### config.mk
export PLATFORM = sky130hd
export DESIGN_NAME = iso15693_tx_seq_flat
export DESIGN_NICKNAME = d
export VERILOG_FILES = /design/src/rtl/iso15693_pkg.sv /design/src/rtl/iso15693_tx_seq_if.sv /design/src/rtl/iso15693_slot_timer.sv /design/src/rtl/iso15693_tx_seq.sv /design/src/flat_wrapper.sv
export SDC_FILE = /design/constraint.sdc
export NUM_CORES = 1
export LEC_CHECK = 0
export BUFFER_PORTS_ARGS = -buffer_cell sky130_fd_sc_hd__buf_2
export CORE_ASPECT_RATIO = 1.5
export CORE_MARGIN = 4
export CORE_UTILIZATION = 28
export DETAILED_ROUTE_END_ITERATION = 10
export SLEW_MARGIN = 10
export SYNTH_ARGS = -nofsm -noshare
export SYNTH_HDL_FRONTEND = slang
export SYNTH_SLANG_ARGS = --single-unit
### constraint.sdc
create_clock -name ck_1356meg -period 1.8 [get_ports ck_1356meg]
set_clock_uncertainty 0.05 [all_clocks]
set_input_delay 0.09 -clock ck_1356meg [delete_from_list [all_inputs] [get_ports ck_1356meg]]
set_output_delay 0.09 -clock ck_1356meg [all_outputs]
set_load 0.02 [all_outputs]
### src/rtl/iso15693_pkg.sv
// Shared constants, state type and helpers for the ISO 15693 reader-to-tag frame sequencer.
// Optional build macro: ISO15693_1OF256_EN (adds the 1-of-256 SOF pattern use).
package iso15693_pkg;

    localparam int HALF_SLOT_DEF = 128;

    // Pulse patterns, MSB sent first, a 1 means carrier off for that half-slot
    localparam logic [7:0] SOF_1OF4   = 8'b1000_0100;
    localparam logic [7:0] SOF_1OF256 = 8'b1000_0001;
    localparam logic [3:0] EOF_PAT    = 4'b0010;
    localparam logic [3:0][7:0] SYM_PAT = {8'b0000_0001, 8'b0000_0100,
                                           8'b0001_0000, 8'b0100_0000};

    typedef enum logic [1:0] {IDLE, SOF, DATA, EOF} txState_t;

    function automatic logic patBit8(input logic [7:0] pat, input logic [2:0] idx);
        logic [2:0] bitIdx;
        bitIdx = 3'd7 - idx;
        return pat[bitIdx];
    endfunction

endpackage

### src/rtl/iso15693_tx_seq_if.sv
// ARM-side byte handshake plus modulation/status outputs of the ISO 15693 transmit sequencer.
// Optional build macro: ISO15693_1OF256_EN (adds mode256).
interface iso15693_tx_seq_if;
    logic [7:0] tx_data;
    logic       tx_valid;
    logic       tx_ready;
    logic       tx_last;
    logic       mod_dout;
    logic       busy;
    logic       underrun;
`ifdef ISO15693_1OF256_EN
    logic       mode256;

    modport master (output tx_data, tx_valid, tx_last, mode256,
                    input  tx_ready, mod_dout, busy, underrun);
    modport slave  (input  tx_data, tx_valid, tx_last, mode256,
                    output tx_ready, mod_dout, busy, underrun);
`else
    modport master (output tx_data, tx_valid, tx_last,
                    input  tx_ready, mod_dout, busy, underrun);
    modport slave  (input  tx_data, tx_valid, tx_last,
                    output tx_ready, mod_dout, busy, underrun);
`endif
endinterface

### src/rtl/iso15693_slot_timer.sv
// Half-slot cycle counter and slot index, restarted on the frame-start accept edge.
// Optional build macro: ISO15693_1OF256_EN (the parent widens SLOT_W to 9).
module iso15693_slot_timer #(
    parameter int HALF_SLOT = 128,
    parameter int CNT_W     = 7,
    parameter int SLOT_W    = 3
) (
    input  logic              i_clk,
    input  logic              i_rst_n,
    input  logic              i_start,
    input  logic              i_run,
    input  logic              i_wrap,
    output logic              o_tick,
    output logic [SLOT_W-1:0] o_slot
);

    logic [CNT_W-1:0]  r_cnt;
    logic [SLOT_W-1:0] r_slot;
    logic              w_cntEnd;

    assign w_cntEnd = (r_cnt == CNT_W'(HALF_SLOT - 1));
    assign o_tick   = i_run && w_cntEnd;
    assign o_slot   = r_slot;

    // i_wrap returns the index to 0 at the end of the current pattern
    always_ff @(posedge i_clk or negedge i_rst_n) begin
        if (!i_rst_n) begin
            r_cnt  <= '0;
            r_slot <= '0;
        end else if (i_start) begin
            r_cnt  <= '0;
            r_slot <= '0;
        end else if (i_run) begin
            if (w_cntEnd) begin
                r_cnt  <= '0;
                r_slot <= i_wrap ? '0 : r_slot + SLOT_W'(1);
            end else begin
                r_cnt <= r_cnt + CNT_W'(1);
            end
        end
    end

endmodule

### src/rtl/iso15693_tx_seq.sv
// ISO 15693 reader-to-tag frame sequencer: SOF, 1-of-4 pulse-position data, EOF on mod_dout.
// Optional build macro: ISO15693_1OF256_EN (adds mode256 and 1-of-256 coding, 9-bit slot index).
module iso15693_tx_seq
    import iso15693_pkg::*;
#(
    parameter int HALF_SLOT = HALF_SLOT_DEF,
    parameter int CNT_W     = 7
) (
    input  logic             ck_1356meg,
    input  logic             rst_n,
    iso15693_tx_seq_if.slave bus
);

`ifdef ISO15693_1OF256_EN
    localparam int SLOT_W = 9;
`else
    localparam int SLOT_W = 3;
`endif

    txState_t    r_state;
    logic        r_modDout;
    logic        r_busy;
    logic        r_underrun;
    logic [7:0]  r_hold;
    logic        r_holdLast;
    logic        r_holdFull;
    logic [7:0]  r_shift;
    logic        r_curLast;
    logic        r_lastSeen;
    logic [1:0]  r_symCnt;
`ifdef ISO15693_1OF256_EN
    logic        r_mode256;
`endif

    logic              w_ready;
    logic              w_accept;
    logic              w_start;
    logic              w_run;
    logic              w_tick;
    logic              w_patEnd;
    logic              w_byteEnd;
    logic              w_bypass;
    logic [SLOT_W-1:0] w_slot;
    logic [SLOT_W-1:0] w_nextSlot;
    logic [7:0]        w_sofPat;
    logic [7:0]        w_loadByte;
    logic              w_loadLast;
    logic              w_curPulse;
    logic              w_nextSymPulse;
    logic              w_loadPulse;

    assign w_ready    = !r_holdFull && !r_lastSeen;
    assign w_accept   = bus.tx_valid && w_ready;
    assign w_start    = w_accept && (r_state == IDLE);
    assign w_run      = (r_state != IDLE);
    assign w_nextSlot = w_slot + SLOT_W'(1);
    assign w_loadByte = r_holdFull ? r_hold : bus.tx_data;
    assign w_loadLast = r_holdFull ? r_holdLast : bus.tx_last;

    // A byte arriving on the very edge its predecessor ends goes straight to the shifter
    assign w_bypass = (r_state == DATA) && w_tick && w_patEnd && w_byteEnd &&
                      !r_curLast && !r_holdFull && w_accept;

    assign bus.tx_ready = w_ready;
    assign bus.mod_dout = r_modDout;
    assign bus.busy     = r_busy;
    assign bus.underrun = r_underrun;

    iso15693_slot_timer #(
        .HALF_SLOT (HALF_SLOT),
        .CNT_W     (CNT_W),
        .SLOT_W    (SLOT_W)
    ) u_timer (
        .i_clk   (ck_1356meg),
        .i_rst_n (rst_n),
        .i_start (w_start),
        .i_run   (w_run),
        .i_wrap  (w_patEnd),
        .o_tick  (w_tick),
        .o_slot  (w_slot)
    );

    always_comb begin
        w_sofPat       = SOF_1OF4;
        w_byteEnd      = (r_symCnt == 2'd3);
        w_curPulse     = patBit8(SYM_PAT[r_shift[1:0]], w_nextSlot[2:0]);
        w_nextSymPulse = patBit8(SYM_PAT[r_shift[3:2]], 3'd0);
        w_loadPulse    = patBit8(SYM_PAT[w_loadByte[1:0]], 3'd0);
        w_patEnd       = 1'b0;
        case (r_state)
            SOF:     w_patEnd = (w_slot == SLOT_W'(7));
            DATA:    w_patEnd = (w_slot == SLOT_W'(7));
            EOF:     w_patEnd = (w_slot == SLOT_W'(3));
            default: w_patEnd = 1'b0;
        endcase
`ifdef ISO15693_1OF256_EN
        // One 512-half-slot symbol per byte, pulse in half-slot 2k+1
        if (r_mode256) begin
            w_sofPat       = SOF_1OF256;
            w_byteEnd      = 1'b1;
            w_curPulse     = (w_nextSlot == {r_shift, 1'b1});
            w_nextSymPulse = 1'b0;
            w_loadPulse    = 1'b0;
            if (r_state == DATA) begin
                w_patEnd = (w_slot == SLOT_W'(511));
            end
        end
`endif
    end

    // mod_dout is computed one edge ahead so it changes exactly on the half-slot boundary
    always_ff @(posedge ck_1356meg or negedge rst_n) begin
        if (!rst_n) begin
            r_state    <= IDLE;
            r_modDout  <= 1'b1;
            r_busy     <= 1'b0;
            r_underrun <= 1'b0;
            r_hold     <= '0;
            r_holdLast <= 1'b0;
            r_holdFull <= 1'b0;
            r_shift    <= '0;
            r_curLast  <= 1'b0;
            r_lastSeen <= 1'b0;
            r_symCnt   <= '0;
`ifdef ISO15693_1OF256_EN
            r_mode256  <= 1'b0;
`endif
        end else begin
            r_underrun <= 1'b0;
            case (r_state)
                IDLE: begin
                    if (w_start) begin
                        r_state   <= SOF;
                        r_busy    <= 1'b1;
                        r_modDout <= 1'b0;
`ifdef ISO15693_1OF256_EN
                        r_mode256 <= bus.mode256;
`endif
                    end
                end
                SOF: begin
                    if (w_tick) begin
                        if (w_patEnd) begin
                            r_state    <= DATA;
                            r_shift    <= w_loadByte;
                            r_curLast  <= w_loadLast;
                            r_holdFull <= 1'b0;
                            r_symCnt   <= '0;
                            r_modDout  <= !w_loadPulse;
                        end else begin
                            r_modDout <= !patBit8(w_sofPat, w_nextSlot[2:0]);
                        end
                    end
                end
                DATA: begin
                    if (w_tick) begin
                        if (!w_patEnd) begin
                            r_modDout <= !w_curPulse;
                        end else if (!w_byteEnd) begin
                            r_symCnt  <= r_symCnt + 2'd1;
                            r_shift   <= {2'b00, r_shift[7:2]};
                            r_modDout <= !w_nextSymPulse;
                        end else if (r_curLast) begin
                            r_state   <= EOF;
                            r_modDout <= !EOF_PAT[3];
                        end else if (r_holdFull || w_accept) begin
                            r_shift    <= w_loadByte;
                            r_curLast  <= w_loadLast;
                            r_holdFull <= 1'b0;
                            r_symCnt   <= '0;
                            r_modDout  <= !w_loadPulse;
                        end else begin
                            r_state    <= IDLE;
                            r_busy     <= 1'b0;
                            r_modDout  <= 1'b1;
                            r_underrun <= 1'b1;
                        end
                    end
                end
                EOF: begin
                    if (w_tick) begin
                        if (w_patEnd) begin
                            r_state    <= IDLE;
                            r_busy     <= 1'b0;
                            r_modDout  <= 1'b1;
                            r_lastSeen <= 1'b0;
                        end else begin
                            r_modDout <= !EOF_PAT[2'd3 - w_nextSlot[1:0]];
                        end
                    end
                end
                default: r_state <= IDLE;
            endcase
            if (w_accept && !w_bypass) begin
                r_hold     <= bus.tx_data;
                r_holdLast <= bus.tx_last;
                r_holdFull <= 1'b1;
            end
            if (w_accept && bus.tx_last) begin
                r_lastSeen <= 1'b1;
            end
        end
    end

endmodule

### src/flat_wrapper.sv
// flat-port wrapper written by rule: the top's interface ports become plain ports
module iso15693_tx_seq_flat import iso15693_pkg::*;
#(
    parameter int HALF_SLOT = HALF_SLOT_DEF,
    parameter int CNT_W     = 7
)
  (ck_1356meg, rst_n, bus_tx_data, bus_tx_valid, bus_tx_last, bus_tx_ready, bus_mod_dout, bus_busy, bus_underrun);
  iso15693_tx_seq_if bus_i ();
  input  logic ck_1356meg;
  input  logic rst_n;
  input wire logic [$bits(bus_i.tx_data)-1:0] bus_tx_data;
  input wire logic [$bits(bus_i.tx_valid)-1:0] bus_tx_valid;
  input wire logic [$bits(bus_i.tx_last)-1:0] bus_tx_last;
  output wire logic [$bits(bus_i.tx_ready)-1:0] bus_tx_ready;
  output wire logic [$bits(bus_i.mod_dout)-1:0] bus_mod_dout;
  output wire logic [$bits(bus_i.busy)-1:0] bus_busy;
  output wire logic [$bits(bus_i.underrun)-1:0] bus_underrun;
  assign bus_i.tx_data = bus_tx_data;
  assign bus_i.tx_valid = bus_tx_valid;
  assign bus_i.tx_last = bus_tx_last;
  assign bus_tx_ready = bus_i.tx_ready;
  assign bus_mod_dout = bus_i.mod_dout;
  assign bus_busy = bus_i.busy;
  assign bus_underrun = bus_i.underrun;
  iso15693_tx_seq #(.HALF_SLOT(HALF_SLOT), .CNT_W(CNT_W)) u_core (.ck_1356meg(ck_1356meg), .rst_n(rst_n), .bus(bus_i));
endmodule
After elaboration in Yosys (flattened, before gate mapping)
Memory sizes are Yosys's and may differ from the RTL's. Cells that the tools add are included.

Register bits after elaboration: 37. Memory bits (read-only): 8. Input port bits: 12. Output and inout port bits: 4. Memories kept: 1.

Memories: (name not given) (depth 8, bits a word 1, rd ports 1, clocked after Yosys merged registers in 0, wr ports 0, RTL line iso15693_pkg.sv:19) `return pat[bitIdx];`.

Add/subtract/negate cells: 5. $lt $le $gt $ge: 5. Eq/ne operators: 27. Mux-type cells: 89. Reductions and logical operators: 41.

Operator list (number): 2-to-1 mux 8 bit (11); binary-select mux 8 bit (select 2 bit) (3); 2-to-1 mux 1 bit (43); 2-to-1 mux 2 bit (15); 2-to-1 mux 7 bit (3); AND reduction 9 bit (2); case mux 8 bit (2 select lines) (1); inequality test 3 bit, second input constant (5); nonzero test 2 bit (7); logical AND 1 bit (12); < comparator 2 x 3 -> 1 bit, second input constant (4); 2-to-1 mux 3 bit (4); inequality test 2 bit, second input constant (6); inequality test 3 x 2 -> 1 bit, second input constant (4); zero test 1 bit (9); inequality test 2 x 1 -> 1 bit, second input constant (4); case mux 2 bit (4 select lines) (1); AND reduction 8 bit (1); adder 7 x 1 -> 7 bit, second input constant (1); equality test 7 bit, second input constant (1); AND reduction 7 bit (1); equality test 2 bit, second input constant (3); case mux 1 bit (2 select lines) (3); AND reduction 6 bit (1); other kinds (21) (22).

Longest topological paths before layout
Gate-level depths: netlist of the first run.

Depth after elaboration: 12. Mapped depth: 7. Depth with buffers taken out: 6.

By module
From an unflattened synthesis of the first run, not the netlist that was laid out.

Cells, all modules: 220. Area, all modules: 2135.8 µm².

Modules (own cells, without submodules): iso15693_tx_seq (times used 1, cells each 163, area each 1584.0 µm², seq. area each 676.9 µm²); iso15693_slot_timer (times used 1, cells each 57, area each 551.8 µm², seq. area each 250.2 µm²).

Least setup slack after synthesis of the first run
Ideal clock, no wire load.

Path type: register to register. Start point: reg u_core.u_timer.r_slot[0], in the netlist u_core.u_timer.o_slot[0]. End point: reg u_core.r_holdLast. Library setup time: 0.125 ns. Arrival: 1.779 ns. Required time: 1.625 ns. Path slack: -0.154 ns. Stages on the path, launching flop included: 6. Period minus slack after synthesis: 1.954 ns. Path through: dfrtp_1 ha_1 and2_2 nand3_4 o31ai_4 mux2_2.

Word-level cells in the longest chain between the ends: 9. Elaborated cells between the ends (all ways): 10. Classes of those cells: eq/ne: 2; mux: 1; reduce/logical: 7.

RTL lines: start, declared (RTL line iso15693_slot_timer.sv:18) `logic [SLOT_W-1:0] r_slot;`; start signal, assigned (RTL line iso15693_slot_timer.sv:36) `r_slot <= i_wrap ? '0 : r_slot + SLOT_W'(1);`; equality test 3 x 2 -> 1 bit / equality test 3 bit (equally long branches) (RTL line iso15693_tx_seq.sv:93, iso15693_tx_seq.sv:91, iso15693_tx_seq.sv:92); case mux 1 bit (2 select lines) * (RTL line iso15693_tx_seq.sv:90) `case (r_state)`; logical AND 1 bit * (3 in series) (RTL line iso15693_tx_seq.sv:61) `assign w_bypass = (r_state == DATA) && w_tick && w_patEnd && w_byteEnd &&`; logical AND 1 bit * (2 in series) (RTL line iso15693_tx_seq.sv:62) `!r_curLast && !r_holdFull && w_accept;`; zero test 1 bit * (RTL line iso15693_tx_seq.sv:194) `if (w_accept && !w_bypass) begin`; logical AND 1 bit * (RTL line iso15693_tx_seq.sv:194); end signal, assigned (RTL line iso15693_tx_seq.sv:196) `r_holdLast <= bus.tx_last;`; end, declared (RTL line iso15693_tx_seq.sv:25) `logic r_holdLast;`.

Every way passes the cells marked *; elsewhere a longest branch is shown, timed or not. A chain may end at the register's enable or synchronous reset.

Worst setup path after layout of the first run
Start point: reg u_core.u_timer.r_cnt[0]. End point: reg u_core.r_hold[1].

Word-level cells in the longest chain between the ends: 10.

RTL lines: start, declared (RTL line iso15693_slot_timer.sv:17) `logic [CNT_W-1:0] r_cnt;`; start signal, assigned (RTL line iso15693_slot_timer.sv:38) `r_cnt <= r_cnt + CNT_W'(1);`; equality test 7 bit (RTL line iso15693_slot_timer.sv:21) `assign w_cntEnd = (r_cnt == CNT_W'(HALF_SLOT - 1));`; logical AND 1 bit (RTL line iso15693_slot_timer.sv:22) `assign o_tick = i_run && w_cntEnd;`; logical AND 1 bit (4 in series) (RTL line iso15693_tx_seq.sv:61); logical AND 1 bit (2 in series) (RTL line iso15693_tx_seq.sv:62); zero test 1 bit (RTL line iso15693_tx_seq.sv:194); logical AND 1 bit (RTL line iso15693_tx_seq.sv:194); end signal, assigned (RTL line iso15693_tx_seq.sv:195) `r_hold <= bus.tx_data;`; end, declared (RTL line iso15693_tx_seq.sv:24) `logic [7:0] r_hold;`.

Every way passes these cells.

==> metrics.txt, run 1 <==
RSZ-0062 raised after global routing=true; Highest Clock Rate=551 MHz; worst path cell trace=ha_4 > and3_4 > nand3_4 > o31ai_4 > buf_6 > mux2_4; I/O Pins=16; Power Density=613 mW/mm²; most numerous cell in the Yosys netlist=dfrtp_1; GRT Total Usage=around a tenth; initial antenna violation count=0; CTS max path bufs=2; CTS Buf Count=5; global-route wire length before repair=roughly 7400 µm; critical path's slowest cell=dfrtp_1; number of fill cells in the layout=about 750; drt wl/cell=12.5 µm; # clock sinks=37; DP Cell Count=about 350; Final Slew Violations=0; CTS root buf=clkbuf_8; Arr. time, crit path=1.94 ns; syn nets=226; final period utilization=101%; clk slew on worst S/H paths=~0.080 ns; Final nets=281; Worst setup SP type=flip-flop; max cap viols=0; vias per std cell=~4.7; Hold WC Path Type=in -> reg; TritonCTS clock tree=yes; clk_lat worst skew=0.29 ns; Data required, critical path=1.92 ns; met3 wire length=between 100 and 150 µm; WS Path Type=reg -> reg; die footprint=slightly below 0.009 mm²; row count=38; Tightest Pin Transition=slightly below 0.5 ns; highest fanout seen on the critical path=5; Remaining DRCs=0; fin cells=between 300 and 400; setup_tns=-0.0384 ns; uppermost layer routed=met4; average size of a mapped cell=slightly below 10 µm²; Power, Total=about 0.0017 W; crit end category=flip-flop; violated checks=negative setup slack; DRT met1 WL=slightly below 2000 µm; PnR worst setup slack=-0.0156 ns; ys flop type=dfrtp_1; die width=~78 µm; CP max stage delay=0.42 ns; CTS H-tree lvls=2; Placer Congestion=between 0.8 and 0.9; Core Region=between 0.007 and 0.008 mm²; First-pass DRT Iterations=4; Yosys reg bits=37; port buffer count=15; fraction of layout cells with a size suffix above 1=34.3%; vias in the first global route=around 1600; Area Overhead vs Synth=36.6%; Final Critical Period=1.82 ns; Slew HR=between 60% and 70%; Die Span Y=about 110 µm; DR iter-0 viols=96; Synthesis Warnings=0; dominant cells by area after synthesis=dfrtp_1 (43%), mux2_2 (9.7%), mux2i_1 (5.8%), o21ai_0 (5.5%), nand2_1 (3.6%); status=finished, violations left; list of most frequent post-synthesis cells=dfrtp_1 (36), o21ai_0 (23), nand2_1 (20), mux2_2 (18), nor2_1 (16); wire length on met2=between 2000 and 2500 µm; final hold viol count=0; GRT Residual Overflow=0; CP Buf/Inv Count=1; Top Family by Delay on Critical Path=flip-flops; post-synth cell types=40; top-area cell type share of the netlist area=43.3%; final setup vio count=5; Cell Area, Synth=0.00208 mm²; final WL=~4600 µm; starting density of the core=28.8%; Via Count=1730; largest area contributor in the netlist=dfrtp_1; Peak VDD IR=~0.00035 V; Async S/R FF share, synth=100%; Final ANT Viol Nets=0; Seq/Total Area, Yosys=roughly 45%; DP Wirelength=roughly 3400 µm; Post-Syn Instances=~210; ANT cells=0; number of synthesized flops with an enable pin=0; Static Leakage=1.31 nW; maximum number of pins on one net before global-route repair=38
-- timing repair --
action | CTS | global route
pin swaps | 1 | 5
buffers inserted | 0 | 3
gates resized for setup | 2 | 15
setup endpoints to repair | 15 | 21
hold buffers | 9 | 0
endpoints found under the hold margin | 44 | 0
-- kinds of logic (layout without fill, tap and decap cells) --
logic type	after synthesis	count (layout)	share of synthesized area, %
and+or+nand+nor	65	65	15.4
AOI/OAI and AO/OA	52	52	16.1
DFF	37	37	44.6
muxes	30	30	15.5
buffers and inverters	17	73	4.09
adders and majority gates	5	5	3.01
xor gates and xnor gates	3	3	1.26
-- cell type report --
type	count	area (µm²)	share of cell area [%]
timing repair buffer	58	453	15.9
inverter	7	26.3	0.925
clock inverter	3	65.1	2.29
multi-input combinational	155	1180	41.4
tap	100	125	4.40
clock buffer	5	68.8	2.42
sequential	37	927	32.6
-- layout by cell type, fill, tap and decap left out, types with 3 or more instances in the layout --
cell and count:
a211oi_1 3, a21oi_1 11, buf_2 15, buf_4 30
clkbuf_8 5, dfrtp_1 36, dlygate4sd3_1 9, ha_1 3
inv_1 7, mux2_2 7, mux2_4 11, mux2i_1 12
nand2_1 19, nand2b_1 3, nand3_1 7, nand4_1 3
nor2_1 16, nor2b_1 3, o21ai_0 23
-- per-layer routing --
layer  vias up  GRT usage [%]
met5         -              0
met4         0           5.02
met3        10           1.97
met2        29           18.4
met1       836           12.3
li1        855              -
-- state kept, by name, indices dropped and copies added (netlist names), 2 cells and up --
signal	count
u_core.r_hold	8
u_core.r_shift	8
u_core.u_timer.r_cnt	7
u_core.u_timer.o_slot	3
u_core.r_state	2
u_core.r_symCnt	2
-- metrics by stage --
stage	setup slack (ns)	hold WS, ns	util [%]	instance area [µm²]
detailed placement	-0.0356	0.128	34.8	2510
CTS	-0.00510	0.0181	38.0	2750
global placement	-0.00544	0.123	34.8	2510
finish	-0.0156	0.0338	39.3	2840
global route	-0.0638	0.0133	39.3	2840
floorplan	-0.0604	-0.256	-	2120
-- final timing paths --
kind	from	end	slack, ns	cells after the start
worst max-delay path	u_core.u_timer.r_cnt[0]$_DFFE_PN0P_	u_core.r_hold[1]$_DFFE_PN0P_	-0.02	6
worst min-delay path	bus_tx_data[1]	u_core.r_hold[1]$_DFFE_PN0P_	0.03	2
worst max register to register	u_core.u_timer.r_cnt[0]$_DFFE_PN0P_	u_core.r_hold[1]$_DFFE_PN0P_	-0.02	6
worst min register to register	u_core.r_shift[7]$_DFFE_PN0P_	u_core.r_shift[7]$_DFFE_PN0P_	0.46	1
max in group asynchronous	rst_n	u_core.bus.mod_dout$_DFFE_PN1P_	1.01	3
min in group asynchronous	rst_n	u_core.u_timer.r_cnt[3]$_DFFE_PN0P_	0.34	3
-- worst reg2reg max path, stage by stage (launching register included) --
cell	delay, ns
dfrtp_1	0.42
ha_4	0.17
and3_4	0.20
nand3_4	0.09
o31ai_4	0.30
buf_6	0.18
mux2_4	0.31
-- where the power goes --
| group | total, W | internal (W) | leakage, nW | switching [W] |
|---|---|---|---|---|
| registers | 0.000834 | 0.000833 | 0.431 | 0.000000993 |
| logic | 0.0000508 | 0.0000252 | 0.814 | 0.0000256 |
| clock network | 0.000856 | 0.000551 | 0.0681 | 0.000306 |
| total | 0.00174 | 0.00141 | 1.31 | 0.000332 |
Note: power is estimated with default switching activity, not from simulation.
==> inputs of run 2 (changes only) <==
==> constraint.sdc (replaced) <==
create_clock -name ck_1356meg -period 1.8 [get_ports ck_1356meg]
set_clock_uncertainty 0.05 [all_clocks]
set_input_delay 0.18 -clock ck_1356meg [delete_from_list [all_inputs] [get_ports ck_1356meg]]
set_output_delay 0.18 -clock ck_1356meg [all_outputs]
set_load 0.02 [all_outputs]
==> metrics.txt, run 2 (same netlist as run 1, synthesis figures left out) <==
status=complete, no violations; Core Region=0.00723 mm² (unchanged); Final nets=271 (-3.6%); die footprint=0.00890 mm² (unchanged); Worst setup SP type=flip-flop; Power, Total=0.00162 W (-6.7%); Worst Hold Slack=0.0683 ns (+0.0345 ns); hold endpoint=u_core.r_lastSeen$_DFFE_PN0P_; WS Path Type=reg -> reg; FF-to-FF End=u_core.r_hold[2]$_DFFE_PN0P_; First-pass DRT Iterations=4 (unchanged); hold path depth=3 (+1); port buffer count=15 (unchanged); Power Density=596 mW/mm² (-2.7%); final period utilization=99.1% (-1.8 points); initial antenna violation count=0 (unchanged); vias per std cell=4.68 (-1.2%); number of fill cells in the layout=731 (-1.9%); commonest non-fill, non-tap cells in the layout=dfrtp_1 (36), buf_4 (27), o21ai_0 (22); CTS Buf Count=5 (unchanged); Remaining DRCs=0 (unchanged); worst reg2reg setup slack=0.02 ns (+0.03 ns); starting density of the core=28.8% (unchanged); leading cell type in the layout, fill and taps excluded=dfrtp_1; Hold WC Path Type=in -> reg; die width=78.4 µm (unchanged); placed inst area=0.00253 mm² (+0.50%); maximum number of pins on one net before global-route repair=38 (unchanged); drt wl/cell=13.0 µm (+3.9%); RSZ-0062 raised after global routing=true; Arr. time, crit path=1.92 ns (-0.02 ns); Hold Startpoint=bus_tx_last; Final Slew Violations=0 (unchanged); Slew HR=75.7% (+8.3 points); Static Leakage=1.25 nW (-4.5%); design area=0.00272 mm² (-4.1%); Tightest Pin Transition=0.362 ns (-0.127 ns); CTS root buf=clkbuf_8; highest fanout seen on the critical path=5 (unchanged); Die Span Y=114 µm (unchanged); reg2reg start=u_core.u_timer.r_cnt[1]$_DFFE_PN0P_; vias in the first global route=1692 (+2.6%); global-route wire length before repair=7640 µm (+2.6%); I/O Pins=16 (unchanged); CTS H-tree lvls=2 (unchanged); clk slew on worst S/H paths=0.08 ns (about the same); GRT Total Usage=11.0% (+0.44 points); CTS max path bufs=2 (unchanged); top flop regs=u_core.r_hold: 8 flops, u_core.r_shift: 8 flops, u_core.u_timer.r_cnt: 7 flops; max cap viols=0 (unchanged); DP Wirelength=3390 µm (+1.1%); final setup vio count=0 (-5); Placer Congestion=0.847 (-0.20%); DR iter-0 viols=108 (+13%); FF-to-FF path depth=6 (unchanged); clk_lat worst skew=0.30 ns (about the same); ANT cells=0 (unchanged); final hold viol count=0 (unchanged); row count=38 (unchanged); Peak VDD IR=0.000443 V (+26%); Final Critical Period=1.78 ns (-0.0323 ns); Highest Clock Rate=561 MHz (+1.8%); crit end category=flip-flop; TritonCTS clock tree=yes; GRT Residual Overflow=0 (unchanged); final WL=4600 µm (+1.1%); Final ANT Viol Nets=0 (unchanged); fraction of layout cells with a size suffix above 1=36.1% (+1.7 points); Data required, critical path=1.94 ns (+0.02 ns); Via Count=1663 (-3.9%); # clock sinks=37 (unchanged); Area Overhead vs Synth=31.0%
-- run 2: area by class of cell --
type / count / area [µm²] / area share (%)
Multi-Input combinational cell: 155 / 1160 / 42.6
Sequential cell: 37 / 927 / 34.0
Timing Repair Buffer: 48 / 370 / 13.6
Tap cell: 100 / 125 / 4.59
Clock buffer: 5 / 68.8 / 2.53
Clock inverter: 3 / 46.3 / 1.70
Inverter: 7 / 26.3 / 0.965
-- run 2: where the power goes --
group	internal (W)	switching, W
Sequential	0.000833	0.00000103
Combinational	0.0000169	0.0000247
Clock	0.000415	0.000334
Total	0.00126	0.000360
-- run 2: critical path, stage by stage (launching register included) --
cell and delay (ns):
dfrtp_1 0.37, ha_2 0.22, and3_4 0.22, nand3_4 0.11
o31ai_4 0.23, buf_6 0.16, mux2_2 0.32
-- run 2: per-stage QoR --
stage / setup TNS (ns) / instances / setup WS (ns) / utilization [%]
after floorplan: -0.543 / 209 / -0.0604 / -
after global placement: -0.000307 / 345 / -0.000307 / 35.0
after detailed placement: -0.684 / 345 / -0.0667 / 35.0
after CTS: 0 / 355 / 0.000612 / 37.0
after global routing: -0.291 / 355 / -0.0404 / 37.7
final: 0 / 355 / 0.0168 / 37.7
-- run 2: routing by layer --
| metal | track usage, % | part of all wire [%] | up-vias |
|---|---|---|---|
| met5 | 0 | 0 | - |
| met4 | 6.77 | 2.9 | 0 |
| met3 | 2.53 | 2.6 | 8 |
| met2 | 18.9 | 52 | 26 |
| met1 | 12.1 | 42 | 794 |
| li1 | - | - | 835 |
-- run 2: worst max-delay path by stage --
stage                                                     from                            end  slack [ns]  cells past startpoint
after floorplan            u_core.u_timer.r_cnt[0]$_DFFE_PN0P_  u_core.r_holdLast$_DFFE_PN0P_       -0.06                      6
after global placement     u_core.u_timer.r_cnt[0]$_DFFE_PN0P_   u_core.r_hold[4]$_DFFE_PN0P_     -0.0003                      6
after detailed placement   u_core.u_timer.r_cnt[0]$_DFFE_PN0P_   u_core.r_hold[4]$_DFFE_PN0P_       -0.07                      6
after CTS                 u_core.u_timer.o_slot[1]$_DFFE_PN0P_  u_core.r_shift[6]$_DFFE_PN0P_      0.0006                      7
after global routing       u_core.u_timer.r_cnt[0]$_DFFE_PN0P_   u_core.r_hold[2]$_DFFE_PN0P_       -0.04                      6
final                      u_core.u_timer.r_cnt[1]$_DFFE_PN0P_   u_core.r_hold[2]$_DFFE_PN0P_        0.02                      6
-- run 2: timing repair --
action / 4_1_cts / 5_1_grt
gates resized for setup: 5 / 11
pin swaps: 1 / 0
endpoints found under the hold margin: 36 / 0
setup endpoints to repair: 16 / 20
setup buffers: 1 / 0
hold buffers: 1 / 0
==> inputs of run 3 (changes only) <==
--- a/config.mk
+++ b/config.mk
@@ -8,7 +8,7 @@
 export BUFFER_PORTS_ARGS = -buffer_cell sky130_fd_sc_hd__buf_2
 export CORE_ASPECT_RATIO = 1.5
 export CORE_MARGIN = 4
-export CORE_UTILIZATION = 28
+export CORE_UTILIZATION = 35
 export DETAILED_ROUTE_END_ITERATION = 10
 export SLEW_MARGIN = 10
 export SYNTH_ARGS = -nofsm -noshare
==> metrics.txt, run 3 (same netlist as run 1, synthesis figures left out) <==
Power Density=550 mW/mm² (-7.8%); Worst setup SP type=flip-flop; port buffer count=15 (unchanged); sw power=0.000346 W (-3.9%); commonest non-fill, non-tap cells in the layout=dfrtp_1 (36), buf_4 (31), o21ai_0 (22); crit end category=flip-flop; hold path depth=3 (unchanged); Peak VDD IR=0.000461 V (+4.1%); Comb pwr share=2.5% (about the same); CTS Buf Count=5 (unchanged); global routing usage on met1=14.9% (+2.8 points); Placer Congestion=0.845 (-0.28%); DP Cell Count=317 (-8.1%); CTS root buf=clkbuf_8; leading cell type in the layout, fill and taps excluded=dfrtp_1; CTS H-tree lvls=2 (unchanged); CTS max path bufs=2 (unchanged); grt met3 use=3.35% (+0.82 points); drt wl/cell=13.8 µm (+6.7%); row count=34 (-11%); highest fanout seen on the critical path=6 (+1); Final ANT Viol Nets=0 (unchanged); pre-CTS WS=-0.0567 ns (+0.00997 ns); RSZ-0062 raised after global routing=true; global-route wire length before repair=7900 µm (+3.4%); clk slew on worst S/H paths=0.08 ns (about the same); final hold viol count=0 (unchanged); Data required, critical path=1.93 ns (about the same); number of fill cells in the layout=597 (-18%); # clock sinks=37 (unchanged); status=complete, no violations; Core Region=0.00579 mm² (-20%); vias per std cell=5.16 (+10%); Final nets=274 (+1.1%); top flop regs=u_core.r_hold: 8 flops, u_core.r_shift: 8 flops, u_core.u_timer.r_cnt: 7 flops; multi-input logic area=0.00115 mm² (-0.97%); setup_tns=0 ns (unchanged); Highest Clock Rate=571 MHz (+1.7%); DR iter-0 viols=42 (-61%); initial antenna violation count=0 (unchanged); First-pass DRT Iterations=4 (unchanged); GRT Total Usage=13.8% (+2.8 points); I/O Pins=16 (unchanged); GRT met2 Usage=25.2% (+6.3 points); critical path's slowest cell=dfrtp_1; fin cells=330 (-7.0%); sequential share of power=57.0% (+5.7 points); Static Leakage=1.24 nW (-1.3%); Core Util, Final=46.0% (+8.4 points); CP max stage delay=0.36 ns (about the same); design area=0.00266 mm² (-2.2%); Arr. time, crit path=1.88 ns (-0.04 ns); die width=70.9 µm (-9.5%); DP Wirelength=3450 µm (+1.6%); ANT cells=0 (unchanged); Clk network pwr share=40.5% (-5.6 points); TritonCTS clock tree=yes; vias in the first global route=1779 (+5.1%); FF-to-FF path depth=6 (unchanged); Die Span Y=102 µm (-9.8%); fraction of layout cells with a size suffix above 1=36.0% (about the same); Tightest Pin Transition=0.475 ns (+0.113 ns); WS Path Type=reg -> reg; worst path cell trace=ha_2 > and3_4 > nand3_4 > o31ai_4 > buf_6 > mux2_2; final setup vio count=0 (unchanged); PnR worst setup slack=0.0473 ns (+0.0305 ns); Final Critical Period=1.75 ns (-0.0305 ns); Remaining DRCs=0 (unchanged); GRT Residual Overflow=0 (unchanged); Final Slew Violations=0 (unchanged); Hold WC Path Type=in -> reg; final WL=4570 µm (-0.83%); starting density of the core=35.9% (+7.2 points); placed inst area=0.00248 mm² (-1.9%); Via Count=1704 (+2.5%); sequential cell area=927 µm² (unchanged); Internal=0.00112 W (-12%); maximum number of pins on one net before global-route repair=38 (unchanged); final period utilization=97.4% (-1.7 points); Most Used Layer, Global Route=met2; max cap viols=0 (unchanged); die footprint=0.00726 mm² (-18%); switching share of power=23.6% (+1.5 points); Area Overhead vs Synth=28.1%; Slew HR=68.3% (-7.4 points); clk_lat worst skew=0.29 ns (about the same)
==> run 3: power by group through the flow <==
stage	logic, W	registers (W)	clock network, W
final	0.0000367	0.000834	0.000594
after global routing	0.0000430	0.000834	0.000663
after CTS	0.0000385	0.000834	0.000620
after detailed placement	0.0000370	0.000850	0
after global placement	0.0000360	0.000850	0
after floorplan	0.00000282	0.000850	0
==> run 3: per-layer routing <==
metal	vias up	wire, µm
li1	843	-
met3	11	129
met1	825	1830
met4	0	146
met5	-	0
met2	25	2460
==> run 3: final cells by class <==
cell class | instances | area share, %
clock inverters | 3 | 0.845
flip-flops and latches | 37 | 34.8
multi-input cells | 155 | 43.1
repair buffers | 51 | 14.3
clock buffers | 5 | 2.58
well taps | 72 | 3.38
inverters | 7 | 0.986
==> run 3: stage by stage <==
| stage | total power, W | hold slack (ns) |
|---|---|---|
| 6_report | 0.00146 | 0.0742 |
| 3_5_place_dp | 0.000887 | 0.216 |
| 5_1_grt | 0.00154 | 0.0622 |
| 2_1_floorplan | 0.000853 | -0.166 |
| 3_3_place_gp | 0.000886 | 0.211 |
| 4_1_cts | 0.00149 | 0.0671 |
==> run 3: timing repair <==
action,in CTS,in global routing
setup endpoints to repair,15,19
gates cloned,0,0
pin swaps,1,2
gates resized for setup,3,10
endpoints found under the hold margin,36,0
setup buffers,1,3
hold buffers,1,0
==> run 3: critical path, delay by kind of cell (launching register included) <==
family                   cells  cell delay [ns]
flip-flops                   1             0.36
multiplexers                 1             0.32
AND/OR/NAND/NOR              2             0.31
AO/OA/AOI/OAI                1             0.23
buffers and inverters        1             0.16
adder cells (fa/ha/maj)      1             0.21
==> run 3: final timing paths <==
check,slack [ns],to,startpoint
setup / recovery,0.05,u_core.r_holdLast$_DFFE_PN0P_,u_core.u_timer.r_cnt[0]$_DFFE_PN0P_
hold / removal,0.07,u_core.r_lastSeen$_DFFE_PN0P_,bus_tx_last
setup reg to reg,0.05,u_core.r_holdLast$_DFFE_PN0P_,u_core.u_timer.r_cnt[0]$_DFFE_PN0P_
hold reg to reg,0.46,u_core.r_hold[3]$_DFFE_PN0P_,u_core.r_hold[3]$_DFFE_PN0P_
max in group asynchronous,0.94,u_core.bus.mod_dout$_DFFE_PN1P_,rst_n
min in group asynchronous,0.41,u_core.u_timer.r_cnt[2]$_DFFE_PN0P_,rst_n
